### src/rtl/btn_conditioner.sv
// Push-button front-end: 2-flop synchroniser, per-channel debounce FSM, and a
// lowest-index-first strobe queue. Define AUTO_REPEAT_EN for auto-repeat while held.

module btn_channel #(
    parameter int DEBOUNCE_CYCLES = 500000,
`ifdef AUTO_REPEAT_EN
    parameter int REPEAT_DELAY    = 25000000,
    parameter int REPEAT_PERIOD   = 5000000,
`endif
    parameter int CW              = 25
) (
    input  logic clk,
    input  logic rst,
    input  logic raw,
    output logic level,
    output logic press_ev
);

    typedef enum logic [1:0] {IDLE, PRESS_WAIT, PRESSED, RELEASE_WAIT} state_t;

    state_t        state, state_n;
    logic [CW-1:0] cnt, cnt_n;
    logic [1:0]    sync_q;
    logic          sync, held, deb_done, rep_fire;

    assign sync     = sync_q[1];
    assign deb_done = (cnt == CW'(DEBOUNCE_CYCLES - 1));

    always_ff @(posedge clk) begin
        if (rst) begin
            sync_q <= 2'b11;
            state  <= IDLE;
            cnt    <= '0;
            level  <= 1'b1;
        end else begin
            sync_q <= {sync_q[0], raw};
            state  <= state_n;
            cnt    <= cnt_n;
            level  <= ~held;
        end
    end

    always_comb begin
        state_n = state;
        cnt_n   = cnt;
        case (state)
            IDLE: if (!sync) begin
                state_n = PRESS_WAIT;
                cnt_n   = '0;
            end
            PRESS_WAIT: begin
                if (sync)          state_n = IDLE;
                else if (deb_done) state_n = PRESSED;
                else               cnt_n   = cnt + CW'(1);
            end
            PRESSED: if (sync) begin
                state_n = RELEASE_WAIT;
                cnt_n   = '0;
            end
            RELEASE_WAIT: begin
                if (!sync)         state_n = PRESSED;
                else if (deb_done) state_n = IDLE;
                else               cnt_n   = cnt + CW'(1);
            end
            default: state_n = IDLE;
        endcase
    end

    // Level is registered from the state so it lines up with the strobe.
    always_comb begin
        held     = (state == PRESSED) || (state == RELEASE_WAIT);
        press_ev = ((state == PRESS_WAIT) && !sync && deb_done) || rep_fire;
    end

`ifdef AUTO_REPEAT_EN
    logic [CW-1:0] rep_cnt;
    logic          rep_phase;

    assign rep_fire = (state == PRESSED) && !sync &&
                      (rep_cnt == (rep_phase ? CW'(REPEAT_PERIOD - 1) : CW'(REPEAT_DELAY - 1)));

    // Cleared whenever not in PRESSED, so every (re)entry restarts the delay.
    always_ff @(posedge clk) begin
        if (rst || state != PRESSED) begin
            rep_cnt   <= '0;
            rep_phase <= 1'b0;
        end else if (rep_fire) begin
            rep_cnt   <= '0;
            rep_phase <= 1'b1;
        end else begin
            rep_cnt   <= rep_cnt + CW'(1);
        end
    end
`else
    assign rep_fire = 1'b0;
`endif

endmodule

module btn_conditioner #(
    parameter int NUM_BTN         = 3,
    parameter int DEBOUNCE_CYCLES = 500000,
    parameter int REPEAT_DELAY    = 25000000,
    parameter int REPEAT_PERIOD   = 5000000
) (
    input  logic               clk,
    input  logic               rst,
    input  logic [NUM_BTN-1:0] btn_raw,
    output logic [NUM_BTN-1:0] btn_level,
    output logic [NUM_BTN-1:0] btn_pulse,
    output logic               press_valid,
    output logic               overflow
);

    localparam int MAX_DR  = (DEBOUNCE_CYCLES > REPEAT_DELAY) ? DEBOUNCE_CYCLES : REPEAT_DELAY;
    localparam int MAX_ALL = (MAX_DR > REPEAT_PERIOD) ? MAX_DR : REPEAT_PERIOD;
    localparam int CW      = $clog2(MAX_ALL + 1);

    logic [NUM_BTN-1:0] ev, pending, grant;
    logic               found;

    genvar i;
    generate
        for (i = 0; i < NUM_BTN; i++) begin : g_ch
            btn_channel #(
                .DEBOUNCE_CYCLES(DEBOUNCE_CYCLES),
`ifdef AUTO_REPEAT_EN
                .REPEAT_DELAY   (REPEAT_DELAY),
                .REPEAT_PERIOD  (REPEAT_PERIOD),
`endif
                .CW             (CW)
            ) u_ch (
                .clk     (clk),
                .rst     (rst),
                .raw     (btn_raw[i]),
                .level   (btn_level[i]),
                .press_ev(ev[i])
            );
        end
    endgenerate

    always_comb begin
        grant = '0;
        found = 1'b0;
        for (int j = 0; j < NUM_BTN; j++) begin
            if (pending[j] && !found) begin
                grant[j] = 1'b1;
                found    = 1'b1;
            end
        end
    end

    // A new event on the channel being granted re-arms pending, so it is not lost.
    always_ff @(posedge clk) begin
        if (rst) begin
            pending     <= '0;
            btn_pulse   <= '1;
            press_valid <= 1'b0;
            overflow    <= 1'b0;
        end else begin
            pending     <= (pending & ~grant) | ev;
            btn_pulse   <= ~grant;
            press_valid <= |grant;
            if (|(ev & pending & ~grant)) overflow <= 1'b1;
        end
    end

endmodule
### config.mk
export PLATFORM = sky130hd
export DESIGN_NAME = btn_conditioner
export DESIGN_NICKNAME = d
export VERILOG_FILES = /design/src/rtl/btn_conditioner.sv
export SDC_FILE = /design/constraint.sdc
export NUM_CORES = 1
export LEC_CHECK = 0
export CORE_MARGIN = 10
export CORE_UTILIZATION = 40
export CTS_BUF_LIST = sky130_fd_sc_hd__clkbuf_4 sky130_fd_sc_hd__clkbuf_8 sky130_fd_sc_hd__clkbuf_16
export DETAILED_ROUTE_END_ITERATION = 10
export GPL_TIMING_DRIVEN = 0
export HOLD_SLACK_MARGIN = 0.05
export SETUP_SLACK_MARGIN = 0.1
export SYNTH_ARGS = -nofsm -noshare
export SYNTH_HDL_FRONTEND = slang
export SYNTH_SLANG_ARGS = --single-unit
### constraint.sdc
create_clock -name clk -period 2.5 [get_ports clk]
set_clock_uncertainty 0.1 [all_clocks]
set_input_delay 0.625 -clock clk [delete_from_list [all_inputs] [get_ports clk]]
set_output_delay 0.625 -clock clk [all_outputs]
set_load 0.005 [all_outputs]
==> impl_results.md <==
- Worst hold path depth: 1
- Reg clk slew, reported paths: around 0.090 ns
- DR DRC count: 0
- FF+latch count, synth: 98
- RSZ-0062 raised after global routing: false
- Async SR Flop Fraction: 0%
- Most used flip-flop cell after synthesis: dfxtp_1
- R2R depth: 6
- Hold Slack: around 0.32 ns
- Hpwl dp: about 6700 µm
- Core footprint: 0.0108 mm²
- Required @ worst endpoint: 2.64 ns
- Mapped Cells: 506
- Final Cycle Share: a little under 90%
- Gpl congestion: approximately 0.8
- Final core occ: 45.7%
- Setup Fix Bufs, Post-CTS: 0
- Critical path class: input pin to flop
- Area delta synth->final: 12.4%
- Final ANT Viol Nets: 0
- Synth cell types: 45
- Final hold violations: 0
- Minimum clock period: 2.20 ns
- DR vias/cell: 5.34
- GR Util All Layers: 11.9%
- CTS Buf Count: 9
- Initial antenna violation count: 0
- Syn. warnings: 0
- Post-synthesis compound-gate area fraction: roughly 6.4%
- Number of DRC markers in iteration 0: 248
- CTS sink cnt: 98
- Overall Power: 0.00282 W
- Synth Area in Adders: 0.855%
- CTS resizes: 0
- XOR/XNOR share of the synthesized area: 11.7%
- Leak: 1.69 nW
- Power Dens Cells: ~570 mW/mm²
- WL/cell: 13.8 µm
- Rel. slew slack: around 40%
- CTS tree: done
- CP max FO: 10
- DR vias: 3596
- Number of synthesized flops with an enable pin: 0
- Final Setup Violations: 0
- Initial Utilization: 40.7%
- Maximum number of pins on one net before global-route repair: 19
- IO Count: 13
- Critical path launch point type: input pin
- Worst Tran Pin Value: roughly 0.9 ns
- Hold WC Path Type: flop to flop
- # nets final: roughly 540
- CP Capture Type: flop
- Status: complete, no violations
- Max Clk Rate: 455 MHz
- Vias in the first global route: ~3400
- Non-filler cells, final: 674
- Worst-Skew Late Latency: 0.36 ns
- Die Y: between 100 and 150 µm
- Synthesized area: 0.00439 mm²
- Placed cells: 658
- Clock root buffer: clkbuf_8
- Main combinational cell family by area after synthesis: simple AND/OR/NAND/NOR gates
- Max VDD drop: 0.299 mV
- Chip width: between 100 and 150 µm
- Seq/Total Area, Yosys: ~45%
- First-pass GRT wire length: roughly 16000 µm
- Routed Wire Length: 9330 µm
- PortBufs: 12
- H-tree depth: 3
- Layout cells sized above 1: 7.49%
- Max Buffers Root-to-Sink: 2
- Data arrival time of the critical path: around 2.3 ns
- Setup TNS: 0 ns
- TritonRoute pass-1 iters: 4
- Site Rows: 38
- Mux cell area share after synthesis: 0.912%
- Avg Inst Size Synth: a little under 9 µm²
- Max-slew violations: 0
- Syn Nets: 514
- Remaining Overflow, GRT: 0
- Max-cap violations: 0
- Hold buffers post-CTS: 0
- Die ar.: 0.0156 mm²
- Antenna cell count: 0
- Simple-Gate Fraction of Synth Area: between 30% and 40%
==> synth_stat cells, drive strengths merged, types with 11 or more instances <==
library cell	instances	share of area (%)
and3	11	1.6
nand4	29	4.1
nor3	11	1.3
dfxtp	98	45
a21oi	17	1.9
or3	14	2.0
xnor2	17	3.6
nand2	41	3.5
nor4	13	2.1
nand3	32	3.6
xor2	40	8.2
o21ai	16	1.8
nor2	75	6.4
==> registers in the layout, indices dropped and copies added, names as in the netlist, named ones only <==
name / count
overflow: 1
pending: 3
g_ch.u_ch.sync_q: 6
press_valid: 1
g_ch.u_ch.level: 3
g_ch.u_ch.cnt: 75
btn_pulse: 3
g_ch.u_ch.state: 3
==> through the flow <==
| stage | setup WS [ns] | cell area (µm²) |
|---|---|---|
| floorplan | 0.559 | 4390 |
| global placement | -0.210 | 4680 |
| detailed placement | -0.220 | 4680 |
| CTS | 0.177 | 4910 |
| global route | 0.138 | 4930 |
| finish | 0.302 | 4930 |
==> metal layers <==
layer | global-route usage, % | routed length [µm] | vias up
met2 | 18.8 | 4240 | 51
li1 | - | - | 1840
met3 | 2.89 | 277 | 9
met1 | 15.6 | 4720 | 1696
met4 | 3.08 | 93 | 0
met5 | 0 | 0 | -
==> worst max-delay path: stages <==
cell             delay [ns]
clkdlybuf4s50_1        0.48
clkbuf_1               0.38
or2_1                  0.23
buf_2                  0.26
clkbuf_2               0.27
nor2_1                 0.08
==> path summary, 6_finish.rpt <==
check	to	slack, ns	start
worst max-delay path	g_ch[1].u_ch.cnt[23]	0.30	rst
worst min-delay path	g_ch[1].u_ch.sync_q[1]	0.32	g_ch[1].u_ch.sync_q[0]
worst max register to register	g_ch[2].u_ch.cnt[5]	0.32	g_ch[2].u_ch.cnt[0]
worst min register to register	g_ch[1].u_ch.sync_q[1]	0.32	g_ch[1].u_ch.sync_q[0]
==> kinds of logic (layout without fill, tap and decap cells) <==
family,count (synthesis),count (layout)
xor+xnor,57,57
fa+ha+maj,3,3
mux,4,4
simple gates,275,275
buf+inv,21,49
compound gates,48,48
flops,98,98
==> report_power, final <==
part | total [W] | switching [W] | internal (W)
combinational | 0.0000812 | 0.0000540 | 0.0000272
sequential | 0.00157 | 0.00000674 | 0.00157
clock | 0.00117 | 0.000585 | 0.000582
total | 0.00282 | 0.000645 | 0.00218
==> layout make-up <==
class,count,area (µm²)
well taps,140,175
clock inverters,7,106
plain buffers,17,87.6
fillers,1048,5860
clock buffers,9,124
flip-flops and latches,98,1960
multi-input cells,387,2340
inverters,4,15.0
repair buffers,12,120
==> placed cells by master, fill, tap and decap left out, drive strengths merged, types with 16 or more instances in the layout <==
cell	synthesis	final
nand3	32	32
clkbuf	10	20
o21ai	16	16
dfxtp	98	98
xnor2	17	17
nand2	41	41
nor2	75	75
xor2	40	40
a21oi	17	17
nand4	29	29
Power figures use the tool's default switching activity.
